**config.mk**
```make
export PLATFORM = sky130hd
export DESIGN_NAME = hdmi_frame_addr_gen_flat
export DESIGN_NICKNAME = d
export VERILOG_FILES = /design/src/rtl/hdmi_frame_addr_gen_if.sv /design/src/rtl/hdmi_frame_addr_gen.sv /design/src/flat_wrapper.sv
export SDC_FILE = /design/constraint.sdc
export NUM_CORES = 1
export LEC_CHECK = 0
export CAP_MARGIN = 20
export CORE_MARGIN = 2
export CORE_UTILIZATION = 51
export CTS_BUF_LIST = sky130_fd_sc_hd__clkbuf_2 sky130_fd_sc_hd__clkbuf_4 sky130_fd_sc_hd__clkbuf_8
export DETAILED_ROUTE_END_ITERATION = 7
export PLACE_DENSITY = 0.85
export REMOVE_ABC_BUFFERS = 1
export SYNTH_ARGS = -nofsm -noshare
export SYNTH_HDL_FRONTEND = slang
export SYNTH_SLANG_ARGS = --single-unit
```
**constraint.sdc**
```tcl
create_clock -name clk_vga -period 2.8 [get_ports clk_vga]
set_input_delay 0.28 -clock clk_vga [delete_from_list [all_inputs] [get_ports clk_vga]]
set_output_delay 0.28 -clock clk_vga [all_outputs]
set_load 0.005 [all_outputs]
```
**src/rtl/hdmi_frame_addr_gen_if.sv**
```systemverilog
// Read-command channel between the frame address generator and the DRAM read engine.
interface hdmi_frame_addr_gen_if #(
  parameter int unsigned ADDR_W = 32
) ();
  logic              cmd_valid;
  logic              cmd_ready;
  logic [ADDR_W-1:0] cmd_addr;
  logic [15:0]       cmd_len;
  logic              cmd_done;

  modport master (
    output cmd_valid, cmd_addr, cmd_len,
    input  cmd_ready, cmd_done
  );

  modport slave (
    input  cmd_valid, cmd_addr, cmd_len,
    output cmd_ready, cmd_done
  );
endinterface

```
**src/rtl/hdmi_frame_addr_gen.sv**
```systemverilog
// Per-line burst read-command generator for HDMI scan-out: walks a frame buffer line by line,
// splitting each line into bursts of at most BURST_WORDS pixels with an outstanding-command limit.
module hdmi_frame_addr_gen #(
  parameter int unsigned X_SIZE          = 256,
  parameter int unsigned Y_SIZE          = 256,
  parameter int unsigned BURST_WORDS     = 64,
  parameter int unsigned BYTES_PER_PIXEL = 4,
  parameter int unsigned LINE_STRIDE     = 1024,
  parameter int unsigned MAX_OUTSTANDING = 4,
  parameter int unsigned ADDR_W          = 32
) (
  input  logic                  clk_vga,
  input  logic                  rst,
  input  logic                  frame_start,
  input  logic                  line_start,
  input  logic [ADDR_W-1:0]     fb_base,
  hdmi_frame_addr_gen_if.master cmd,
  output logic                  active,
  output logic                  frame_done,
  output logic                  line_overrun,
  output logic [3:0]            outstanding
);

  localparam int unsigned XW = $clog2(X_SIZE + 1);
  localparam int unsigned YW = $clog2(Y_SIZE + 1);

  typedef enum logic [1:0] {S_IDLE, S_WAIT_LINE, S_ISSUE} state_t;

  state_t            state, state_d;
  logic [ADDR_W-1:0] line_addr, line_addr_d;
  logic [ADDR_W-1:0] addr_d;
  logic [XW-1:0]     x, x_d;
  logic [YW-1:0]     y, y_d;
  logic              resync, resync_d;
  logic              active_d, frame_done_d, overrun_d, valid_d;
  logic [15:0]       len_d;
  logic [3:0]        out_d;
  logic              acc, restart, last_burst;
  logic [31:0]       rem;

  // State and registered outputs
  always_ff @(posedge clk_vga) begin
    if (rst) begin
      state         <= S_IDLE;
      line_addr     <= '0;
      x             <= '0;
      y             <= '0;
      resync        <= 1'b0;
      cmd.cmd_valid <= 1'b0;
      cmd.cmd_addr  <= '0;
      cmd.cmd_len   <= '0;
      active        <= 1'b0;
      frame_done    <= 1'b0;
      line_overrun  <= 1'b0;
      outstanding   <= '0;
    end else begin
      state         <= state_d;
      line_addr     <= line_addr_d;
      x             <= x_d;
      y             <= y_d;
      resync        <= resync_d;
      cmd.cmd_valid <= valid_d;
      cmd.cmd_addr  <= addr_d;
      cmd.cmd_len   <= len_d;
      active        <= active_d;
      frame_done    <= frame_done_d;
      line_overrun  <= overrun_d;
      outstanding   <= out_d;
    end
  end

  // Next-state and next-output logic
  always_comb begin
    state_d      = state;
    line_addr_d  = line_addr;
    addr_d       = cmd.cmd_addr;
    x_d          = x;
    y_d          = y;
    resync_d     = resync;
    active_d     = active;
    frame_done_d = 1'b0;
    overrun_d    = line_overrun;
    out_d        = outstanding;
    rem          = '0;

    acc        = cmd.cmd_valid && cmd.cmd_ready;
    last_burst = (32'(x) + 32'(cmd.cmd_len)) == 32'(X_SIZE);
    // A frame start can take effect at once unless a command is mid-handshake
    restart    = frame_start && !cmd.cmd_valid;

    if (acc && !cmd.cmd_done) begin
      out_d = outstanding + 4'd1;
    end else if (!acc && cmd.cmd_done && (outstanding != 4'd0)) begin
      out_d = outstanding - 4'd1;
    end

    if (restart) begin
      line_addr_d = fb_base;
      y_d         = '0;
      overrun_d   = 1'b0;
      active_d    = 1'b1;
      resync_d    = 1'b0;
      state_d     = S_WAIT_LINE;
    end else begin
      case (state)
        S_WAIT_LINE: begin
          if (line_start) begin
            x_d     = '0;
            addr_d  = line_addr;
            state_d = S_ISSUE;
          end
        end
        S_ISSUE: begin
          if (line_start) begin
            overrun_d = 1'b1;
          end
          // Pending command: latch the new base now, restart once it is accepted
          if (frame_start) begin
            resync_d    = 1'b1;
            line_addr_d = fb_base;
          end
          if (acc) begin
            x_d    = x + XW'(cmd.cmd_len);
            addr_d = cmd.cmd_addr + ADDR_W'(32'(cmd.cmd_len) * BYTES_PER_PIXEL);
            if (resync_d) begin
              y_d       = '0;
              overrun_d = 1'b0;
              active_d  = 1'b1;
              resync_d  = 1'b0;
              state_d   = S_WAIT_LINE;
            end else if (last_burst) begin
              line_addr_d = line_addr + ADDR_W'(LINE_STRIDE);
              y_d         = y + YW'(1);
              if (y == YW'(Y_SIZE - 1)) begin
                active_d     = 1'b0;
                frame_done_d = 1'b1;
                state_d      = S_IDLE;
              end else begin
                state_d = S_WAIT_LINE;
              end
            end
          end
        end
        default: ;
      endcase
    end

    valid_d = (state_d == S_ISSUE) && (out_d < 4'(MAX_OUTSTANDING));

    if (state_d == S_ISSUE) begin
      rem   = 32'(X_SIZE) - 32'(x_d);
      len_d = (rem > 32'(BURST_WORDS)) ? 16'(BURST_WORDS) : 16'(rem);
    end else begin
      len_d = '0;
    end
  end

endmodule

```
**src/flat_wrapper.sv**
```systemverilog
// flat-port wrapper written by rule: the top's interface ports become plain ports
module hdmi_frame_addr_gen_flat 
#(
  parameter int unsigned X_SIZE          = 256,
  parameter int unsigned Y_SIZE          = 256,
  parameter int unsigned BURST_WORDS     = 64,
  parameter int unsigned BYTES_PER_PIXEL = 4,
  parameter int unsigned LINE_STRIDE     = 1024,
  parameter int unsigned MAX_OUTSTANDING = 4,
  parameter int unsigned ADDR_W          = 32
)
  (clk_vga, rst, frame_start, line_start, fb_base, active, frame_done, line_overrun, outstanding, cmd_cmd_valid, cmd_cmd_addr, cmd_cmd_len, cmd_cmd_ready, cmd_cmd_done);
  hdmi_frame_addr_gen_if #(.ADDR_W(ADDR_W)) cmd_i ();
  input  logic clk_vga;
  input  logic rst;
  input  logic frame_start;
  input  logic line_start;
  input  logic [ADDR_W-1:0] fb_base;
  output logic active;
  output logic frame_done;
  output logic line_overrun;
  output logic [3:0] outstanding;
  output wire logic [$bits(cmd_i.cmd_valid)-1:0] cmd_cmd_valid;
  output wire logic [$bits(cmd_i.cmd_addr)-1:0] cmd_cmd_addr;
  output wire logic [$bits(cmd_i.cmd_len)-1:0] cmd_cmd_len;
  input wire logic [$bits(cmd_i.cmd_ready)-1:0] cmd_cmd_ready;
  input wire logic [$bits(cmd_i.cmd_done)-1:0] cmd_cmd_done;
  assign cmd_cmd_valid = cmd_i.cmd_valid;
  assign cmd_cmd_addr = cmd_i.cmd_addr;
  assign cmd_cmd_len = cmd_i.cmd_len;
  assign cmd_i.cmd_ready = cmd_cmd_ready;
  assign cmd_i.cmd_done = cmd_cmd_done;
  hdmi_frame_addr_gen #(.X_SIZE(X_SIZE), .Y_SIZE(Y_SIZE), .BURST_WORDS(BURST_WORDS), .BYTES_PER_PIXEL(BYTES_PER_PIXEL), .LINE_STRIDE(LINE_STRIDE), .MAX_OUTSTANDING(MAX_OUTSTANDING), .ADDR_W(ADDR_W)) u_core (.clk_vga(clk_vga), .rst(rst), .frame_start(frame_start), .line_start(line_start), .fb_base(fb_base), .cmd(cmd_i), .active(active), .frame_done(frame_done), .line_overrun(line_overrun), .outstanding(outstanding));
endmodule
```
Yosys cells after proc, flatten, opt, wreduce, memory -nomap -nowiden. Cells that the tools add are included. Widths: inputs -> output; s select.

Output and inout port bits: 56. Word-level logic and storage cells: 97. Bits in registers: 103. Input port bits: 38.

Bitwise logic cells: 5. Reduce and logical (&&, ||, !) cells: 23. Magnitude comparators: 2. Mux-type cells: 39. Equality and inequality tests: 7. Add/subtract/negate cells: 8.

Operator list (number): $mux 32 (8); $pmux 32 s2 (1); $mux 9 (5); $add 32x11->32 const B (1); $add 32x18->32 (1); $eq 32x9->1 const B (1); $gt 32x7->1 const B (1); $pmux 9 s2 (1); $add 9x16->17 (1); $mux 1 (15); $mux 2 (5); $sub 9x9->10 const A (1); $add 9x1->9 const B (1); $add 9x9->9 (1); $eq 9x8->1 const B (1); $mux 4 (2); $reduce_and 4->1 (2); $reduce_bool 2->1 (4); $mux 7 (1); $logic_and 1x1->1 (6); $reduce_bool 3->1 (2); $reduce_or 6->1 (1); $not 1->1 (5); $add 4x1->4 const B (1); other kinds (12) (16).

Logic depth before layout (Yosys ltp). Gate-level depths: netlist (run 1).

Depth in word-level cells: 10. Depth in mapped cells: 13. Mapped depth without buffers: 12.

Worst setup path after synthesis (run 1). OpenSTA, ideal clock, no wires.

Path type: register -> register. Start point: register u_core.state[0]. End point: register u_core.cmd.cmd_len[2]. Arrival: 2866 ps. Path buffers: 1. Stages on the path, launching flop included: 13. Data required time: 2709 ps. Setup slack: -157 ps. Library setup time: 91 ps. Period minus slack after synthesis: 2957 ps. Cells stage by stage: dfxtp_1 > inv_1 > ha_1 > clkbuf_1 > or3_1 > a22oi_1 > ha_1 > and2_1 > nand3_1 > a211oi_1 > a41o_1 > a21bo_1 > nor4bb_1.

Longest elaborated chain between the ends: 8. Elaborated cells between the ends (all ways): 15. Classes of those cells: add/sub: 1; order compare: 1; eq/ne: 3; mux: 8; bitwise: 1; reduce/logical: 1.

Ends and longest elaborated chain: start: declaration (line hdmi_frame_addr_gen.sv:29) `state_t state, state_d;`; start signal: assignment (line hdmi_frame_addr_gen.sv:57) `state <= state_d;`; parallel branches: the longest is 8 deep, another holds $gt 32x7->1; end signal: assignment (line hdmi_frame_addr_gen.sv:64) `cmd.cmd_len <= len_d;`; end: declaration (line hdmi_frame_addr_gen_if.sv:12) `output cmd_valid, cmd_addr, cmd_len,`.

Several ways; the timed one is not identified. A chain may end at the register's enable or synchronous reset.

Worst setup path after layout (run 1).
Start point: register u_core.cmd.cmd_len[0]. End point: register u_core.cmd.cmd_len[5].

Longest elaborated chain between the ends: 10. Elaborated cells between the ends (all ways): 16. Classes of those cells: add/sub: 3; order compare: 1; eq/ne: 2; mux: 8; bitwise: 1; reduce/logical: 1.

Ends and longest elaborated chain: parallel branches: the longest is 10 deep, another holds $gt 32x7->1.

Several ways; the timed one is not identified.

==> out/metrics.yaml, run 1 <==
worst_setup_path:
  crit_required_ns: 3.10
  end_kind: "flip-flop"
  arrival_ns: 3.41
  critical_path_class: "flip-flop to flip-flop"
  worstSetupStartpointType: "flip-flop"
  cp_max_fo: 8
clocking:
  numClockSinks: 103
  clock_latency_ns: 0.40
  h-tree-depth: 3
  hold_buffers: 0
  clock_path_buffers: 2
  cts_inserted_buffers: 9
  clkTransAtPathRegs_ns: 0.09
  cts_tree: "yes"
  cts-root-buf: "clkbuf_8"
global_route:
  gr-max-usage-layer: "met2"
  track_usage_pct: 31.5
  overflow: 0
  met1_usage_pct: 39.9
  grt_max_degree: 87
  grt_use_met2_pct: 50.8
  grt_use_met3_pct: 5.61
  antenna_found_initial: 0
  grt_pass1_vias: 7425
  grt_pass1_wl_microns: 36700
die:
  core.rowCount: 42
  die_y_microns: 120
  start_util_pct: 52.1
  core-area_sq_um: 13200
  ios: 94
  die_area_sq_um: 14400
  fp.dieW_microns: 120
logic_synthesis:
  synth_warnings: 0
  ys_seq_area_share_pct: 30.0
  avgSynthCellArea_sq_um: 7.99
  ys_ff_latch: 103
  synthCells: 860
  synthArstFlopShare_pct: 0
  syn_area_sq_um: 6880
  yosys_most_used_dff: "dfxtp_1"
  synth_cell_type_count: 85
  synth-edff-count: 0
timing:
  worstMarginPinSlew_ns: 0.800
  skew_ns: 0.00788
  rsz0062_at_grt: "true"
  fin_crit_ns: 3.11
  slew_headroom_pct: 46.5
  max_freq_ghz: 0.322
  finalHoldViolCount: 0
  setup_ws_ns: -0.309
  post-route-period-util_pct: 111
  hold_ws_ns: 0.371
  setup_viol: 41
  final_max_slew_viol_count: 0
min_path:
  hold_path_class: "input port to flip-flop"
drt:
  drt-total-wl_microns: 25100
  final_antenna_net_count: 0
  drt_iter0_drc: 1044
  num_vias: 8155
  drcViolationCount: 0
  wl_per_cell_microns: 20.1
  viasPerCell: 6.55
  drt_pass1_iterations: 7
pwr:
  combPwrFrac_pct: 22.8
  leakage_nw: 3.72
  pwr-share-clk_pct: 27.5
  power_density_nw_per_um2: 332
  pwr-share-seq_pct: 49.7
  ir_drop_uv: 352
  total_power_mw: 3.25
  p_switching_mw: 0.990
  swShare_pct: 30.5
  p_int_mw: 2.26
layout:
  area_growth_pct: 42.3
  fin_nets: 1139
  drive_gt1_share_pct: 25.8
  fill_cells: 815
  antenna_cells: 0
  design_area_sq_um: 9780
placement:
  hpwl_microns: 14800
  portBuffers: 93
  placed_cell_area_sq_um: 8640
  gp_congestion: 0.958
run:
  drv_cap: 0
status:
  status: "finished with violations"
  failed_checks: "negative setup slack"
-- Yosys cell counts, types with 9 or more instances --
cell | instances | area share [%]
and3_1 | 13 | 1.2
o21bai_1 | 9 | 0.98
a22oi_1 | 10 | 1.1
o21ai_0 | 29 | 2.1
and2_1 | 11 | 1.0
a21oi_1 | 52 | 3.8
o21a_1 | 10 | 1.1
a21o_1 | 14 | 1.5
inv_1 | 33 | 1.8
nor2b_1 | 12 | 1.1
nor2_1 | 91 | 5.0
clkbuf_1 | 30 | 1.6
a311oi_1 | 12 | 1.5
a211oi_1 | 30 | 3.3
xor2_1 | 9 | 1.1
ha_1 | 34 | 6.2
nand4_1 | 15 | 1.4
a31oi_1 | 9 | 0.82
o31ai_1 | 10 | 1.1
nand2_1 | 83 | 4.5
xnor2_1 | 16 | 2.0
or3_1 | 10 | 0.91
nor3_1 | 25 | 1.8
o22ai_1 | 9 | 0.82
nand3_1 | 29 | 2.1
dfxtp_1 | 103 | 30
-- layer usage --
metal / wire [microns] / vias up / share of wire [%]
li1: - / 3632 / -
met3: 2350 / 177 / 9.4
met5: 0 / - / 0
met1: 9470 / 3796 / 38
met4: 1630 / 0 / 6.5
met2: 11600 / 550 / 46
-- through the flow --
stage,instances,utilization [%],TNS (ns),setup WS [ns]
after floorplan,813,-,-47.49,-1.48
after global placement,1192,65.5,-2.45,-0.280
after detailed placement,1192,65.5,-5.04,-0.391
after CTS,1229,70.5,-0.0912,-0.0513
after global routing,1245,74.2,-10.24,-0.410
final,1245,74.2,-7.23,-0.309
-- power groups by stage --
stage	combinational, mW	clock (mW)	sequential (mW)
after floorplan	0.344	0	1.63
after global placement	0.639	0	1.64
after detailed placement	0.654	0	1.64
after CTS	0.689	0.875	1.61
after global routing	0.793	0.944	1.62
final	0.739	0.894	1.62
-- placed cells by master, fill, tap and decap left out, types with 10 or more instances in the layout --
master and count:
o21ai_0 23, nand2_1 81, and3_1 12, nor3_1 21
nor2b_1 10, ha_1 27, nor2_1 89, xnor2_1 15
nand3_1 26, buf_6 14, clkbuf_8 10, nand4_1 15
clkdlybuf4s50_1 92, buf_4 128, o21a_1 10, dfxtp_1 97
a211oi_1 24, a21oi_1 46, a21o_1 14, inv_1 30
-- critical path: stages, from the launching register on --
cell	delay, ns
dfxtp_2	0.35
ha_4	0.16
inv_2	0.05
fa_2	0.26
nor2b_4	0.07
o21a_1	0.21
o41a_1	0.51
nor3_4	0.31
buf_4	0.18
nor3_1	0.06
a21oi_2	0.27
o31ai_4	0.14
buf_12	0.17
nor4_2	0.28
-- repair_timing --
item	4_1_cts	5_1_grt
setup endpoints to repair	48	57
pin swaps	27	39
gates cloned	2	0
setup buffers	21	16
gates resized for setup	61	71
-- path summary, 6_finish.rpt --
check | from | to | slack, ns | depth (start not counted)
worst max-delay path | u_core.cmd.cmd_len[0]$_SDFF_PP0_ | u_core.cmd.cmd_len[5]$_SDFF_PP0_ | -0.31 | 13
worst max register to register | u_core.cmd.cmd_len[0]$_SDFF_PP0_ | u_core.cmd.cmd_len[5]$_SDFF_PP0_ | -0.31 | 13
worst min register to register | u_core.line_addr[7]$_SDFFE_PP0P_ | u_core.line_addr[7]$_SDFFE_PP0P_ | 0.47 | 2
worst min-delay path | rst | u_core.x[3]$_SDFF_PP0_ | 0.37 | 3
-- layout make-up --
cell class | instances | area [sq um] | share of cell area (%)
Multi-Input combinational cell | 678 | 5040 | 51.5
Timing Repair Buffer | 240 | 2160 | 22.1
Sequential cell | 103 | 2070 | 21.2
Tap cell | 176 | 220 | 2.25
Clock buffer | 11 | 145 | 1.48
Inverter | 33 | 124 | 1.27
Clock inverter | 4 | 22.5 | 0.230
-- sequential cells by signal, summed over array words and instances (netlist names) --
signal                flops
u_core.line_overrun       1
u_core.outstanding        4
u_core.state              2
u_core.resync             1
u_core.cmd.cmd_len       10
u_core.cmd.cmd_valid      1
u_core.active             1
u_core.line_addr         32
u_core.cmd.cmd_addr      32
u_core.frame_done         1
u_core.y                  9
u_core.x                  9
-- cell families after synthesis --
group | synth area share [%]
simple gates | 24.4
compound gates | 27.6
flops | 30.0
buf+inv | 5.19
fa+ha+maj | 6.77
xor+xnor | 3.42
mux | 2.51
other cells | 0.0545
No activity file was read; power rests on OpenSTA's default activity.
==> run 2, diff against run 1 <==
--- a/config.mk
+++ b/config.mk
@@ -5,6 +5,7 @@
 export SDC_FILE = /design/constraint.sdc
 export NUM_CORES = 1
 export LEC_CHECK = 0
+export ABC_AREA = 1
 export CAP_MARGIN = 20
 export CORE_MARGIN = 2
 export CORE_UTILIZATION = 51
@@ -12,6 +13,7 @@
 export DETAILED_ROUTE_END_ITERATION = 7
 export PLACE_DENSITY = 0.85
 export REMOVE_ABC_BUFFERS = 1
+export SLEW_MARGIN = 30
 export SYNTH_ARGS = -nofsm -noshare
 export SYNTH_HDL_FRONTEND = slang
 export SYNTH_SLANG_ARGS = --single-unit
==> out/metrics.yaml, run 2 <==
worst_setup_path:
  crit_start: "u_core.cmd.cmd_len[0]$_SDFF_PP0_"  # unchanged
  worstSetupStartpointType: "flip-flop"  # unchanged
  arrival_ns: 3.04  # was 3.41 ns
  r2r-start: "u_core.cmd.cmd_len[0]$_SDFF_PP0_"  # unchanged
  crit_required_ns: 3.14  # was 3.10 ns
  critical_path_class: "flip-flop to flip-flop"  # unchanged
  cp_max_fo: 5  # was 8
  end_kind: "flip-flop"  # unchanged
layout:
  design_area_sq_um: 8630  # was 9780 sq um
  drive_gt1_share_pct: 10.7  # was 25.8%
  area_growth_pct: 23.2  # was 42.3%
  top_regs: "u_core.cmd.cmd_addr: 32 flops, u_core.line_addr: 32 flops, u_core.cmd.cmd_len: 10 flops"  # unchanged
  final_common_cell: "nand2_1"  # was buf_4
  fin_util_pct: 64.7  # was 74.2%
  fill_cells: 1172  # was 815
  fin_nets: 1193  # was 1139
  instances_no_fill: 1300  # was 1245
  seqCellArea_sq_um: 2070  # about the same
  mostFrequentLayoutCells: "185 x nand2_1, 131 x a21oi_1, 102 x inv_1"  # was 128 x buf_4, 97 x dfxtp_1, 92 x clkdlybuf4s50_1
  multiInputGateArea_sq_um: 4430  # was 5040 sq um
  antenna_cells: 0  # unchanged
pwr:
  p_int_mw: 2.59  # was 2.26 mW
  swShare_pct: 34.1  # was 30.5%
  leakage_nw: 3.54  # was 3.72 nW
  p_switching_mw: 1.34  # was 0.990 mW
  pwr-share-clk_pct: 28.1  # was 27.5%
  ir_drop_uv: 282  # was 352 uV
  power_density_nw_per_um2: 454  # was 332 nW/um^2
  pwr-share-seq_pct: 44.5  # was 49.7%
  combPwrFrac_pct: 27.3  # was 22.8%
clocking:
  cts_tree: "yes"  # unchanged
  cts_inserted_buffers: 9  # unchanged
  clock_latency_ns: 0.40  # about the same
  clkTransAtPathRegs_ns: 0.11  # was 0.09 ns
  cts-root-buf: "clkbuf_8"  # unchanged
  clock_path_buffers: 2  # unchanged
  h-tree-depth: 3  # unchanged
  numClockSinks: 103  # unchanged
die:
  die_y_microns: 121  # was 120 microns
  ios: 94  # unchanged
  start_util_pct: 52.5  # was 52.1%
  die_area_sq_um: 14700  # was 14400 sq um
  fp.dieW_microns: 121  # was 120 microns
  core.rowCount: 42  # unchanged
  core-area_sq_um: 13300  # was 13200 sq um
global_route:
  grt_pass1_vias: 6859  # was 7425
  antenna_found_initial: 0  # unchanged
  grt_max_degree: 52  # was 87
  track_usage_pct: 27.5  # was 31.5%
  overflow: 0  # unchanged
  grt_pass1_wl_microns: 32600  # was 36700 microns
placement:
  placed_cell_area_sq_um: 8130  # was 8640 sq um
  gp_congestion: 0.940  # was 0.958
  dp_cells: 1274  # was 1192
  portBuffers: 93  # unchanged
  hpwl_microns: 14600  # was 14800 microns
status:
  status: "finished clean"  # was finished with violations
logic_synthesis:
  yosysTopAreaCell: "dfxtp_1"  # unchanged
  synth_top_family_by_area: "simple AND/OR/NAND/NOR gates"  # was compound AO/OA/AOI/OAI gates
  synth_warnings: 0  # unchanged
  syn_area_sq_um: 7010  # was 6880 sq um
  synth_cell_type_count: 53  # was 85
  synthCells: 1026  # was 860
  ys_ff_latch: 103  # unchanged
  synth_commonest_cells: "187 x nand2_1, 135 x a21oi_1, 106 x inv_1, 103 x dfxtp_1"  # was 103 x dfxtp_1, 91 x nor2_1, 83 x nand2_1, 52 x a21oi_1, 34 x ha_1
  synth-compound-area-share_pct: 24.6  # was 27.6%
  avgSynthCellArea_sq_um: 6.83  # was 7.99 sq um
  synth_simple_gate_area_share_pct: 25.9  # was 24.4%
  synthArstFlopShare_pct: 0  # unchanged
  ys_seq_area_share_pct: 29.4  # was 30.0%
  synth-edff-count: 0  # unchanged
  synth_xor_area_share_pct: 4.23  # was 3.42%
  synth_top_area_share_pct: 29.4  # was 30.0%
  yosysMostFrequentCell: "nand2_1"  # was dfxtp_1
  synth_fa_ha_area_share_pct: 6.64  # was 6.77%
  yosys_most_used_dff: "dfxtp_1"  # unchanged
  muxShareOfSynthArea_pct: 0.286  # was 2.51%
  synth.area.top_cells: "dfxtp_1 29%, nand2_1 10%, a21oi_1 9.6%, ha_1 6.1%, inv_1 5.7%"  # was dfxtp_1 30%, ha_1 6.2%, nor2_1 5.0%, nand2_1 4.5%, a21oi_1 3.8%
drt:
  final_antenna_net_count: 0  # unchanged
  drt_pass1_iterations: 5  # was 7
  num_vias: 7493  # was 8155
  wl_per_cell_microns: 16.2  # was 20.1 microns
  viasPerCell: 5.76  # was 6.55
  drcViolationCount: 0  # unchanged
  drt-total-wl_microns: 21100  # was 25100 microns
  drt_iter0_drc: 581  # was 1044
run:
  drv_cap: 0  # unchanged
timing:
  finalHoldViolCount: 0  # unchanged
  setup_viol: 0  # was 41
  rsz0062_at_grt: "true"  # unchanged
  skew_ns: 0.00830  # was 0.00788 ns
  hold_ws_ns: 0.406  # was 0.371 ns
  worstMarginPinSlew_ns: 0.606  # was 0.800 ns
  fin_crit_ns: 2.71  # was 3.11 ns
  max_freq_ghz: 0.369  # was 0.322 GHz
  final_max_slew_viol_count: 0  # unchanged
  slew_headroom_pct: 59.2  # was 46.5%
  post-route-period-util_pct: 96.7  # was 111%
min_path:
  hp-start: "frame_start"  # was rst
  hold_path_class: "input port to flip-flop"  # unchanged
-- run 2: final timing paths --
check | endpoint | slack (ns) | depth (start not counted)
worst min-delay path | u_core.frame_done$_SDFF_PP0_ | 0.41 | 4
worst min register to register | u_core.cmd.cmd_addr[1]$_SDFFE_PP0P_ | 0.46 | 2
worst max register to register | u_core.line_addr[21]$_SDFFE_PP0N_ | 0.09 | 17
worst max-delay path | u_core.line_addr[21]$_SDFFE_PP0N_ | 0.09 | 17
-- run 2: cell families after synthesis --
kind of cell | Yosys count
xor gates and xnor gates | 33
and+or+nand+nor | 394
muxes | 2
DFF | 103
other | 1
buffers and inverters | 158
adders and majority gates | 36
AOI/OAI and AO/OA | 299
-- run 2: area by class of cell --
| type | instances | area share (%) |
|---|---|---|
| Multi-Input combinational cell | 767 | 51.3 |
| Sequential cell | 103 | 23.9 |
| Timing Repair Buffer | 125 | 14.6 |
| Inverter | 113 | 4.99 |
| Tap cell | 176 | 2.55 |
| Clock buffer | 9 | 1.43 |
| Clock inverter | 7 | 1.19 |
-- run 2: metrics by stage --
stage	worst slack, ns	setup TNS, ns	power [mW]
2_1_floorplan	-0.363	-3.63	2.33
3_3_place_gp	0.100	0	2.78
3_5_place_dp	0.00660	0	2.81
4_1_cts	0.00251	0	3.89
5_1_grt	-0.101	-1.55	4.12
6_report	0.0930	0	3.92
-- run 2: worst max-delay path, cell delays in order, from the launching register on --
cell	delay (ns)
dfxtp_4	0.38
ha_4	0.14
inv_2	0.03
fa_1	0.49
nand2_1	0.06
nor2_1	0.09
nand2_1	0.05
inv_1	0.05
nand3_1	0.05
nor2_1	0.09
nand3_1	0.11
nor2_4	0.18
nand4_4	0.19
buf_12	0.20
clkbuf_16	0.14
o211ai_1	0.09
o211ai_1	0.14
a21oi_1	0.13
-- run 2: power groups by stage --
| stage | Clock, mW | Combinational, mW | Sequential, mW |
|---|---|---|---|
| finish | 1.10 | 1.07 | 1.75 |
| CTS | 1.11 | 1.04 | 1.74 |
| global placement | 0 | 1.01 | 1.77 |
| floorplan | 0 | 0.596 | 1.74 |
| global route | 1.17 | 1.19 | 1.76 |
| detailed placement | 0 | 1.04 | 1.77 |
-- run 2: what timing repair did --
action / in CTS / in global routing
gates resized for setup: 0 / 37
setup buffers: 0 / 4
setup endpoints to repair: 0 / 45
hold buffers: 0 / 0
-- run 2: metal layers --
metal	GRT usage, %	share of wire (%)	vias to the layer above
met3	4.42	7.7	49
met5	0	0	-
li1	-	-	3666
met2	45.9	47	320
met1	35.7	43	3458
met4	10.5	2.7	0
==> run 3, diff against run 2 <==
--- a/config.mk
+++ b/config.mk
@@ -5,7 +5,7 @@
 export SDC_FILE = /design/constraint.sdc
 export NUM_CORES = 1
 export LEC_CHECK = 0
-export ABC_AREA = 1
+export ABC_CLOCK_PERIOD_IN_PS = 2800
 export CAP_MARGIN = 20
 export CORE_MARGIN = 2
 export CORE_UTILIZATION = 51
==> results of run 3 <==
Same layout as run 1: the final DEF is identical, and so are final timing and power.
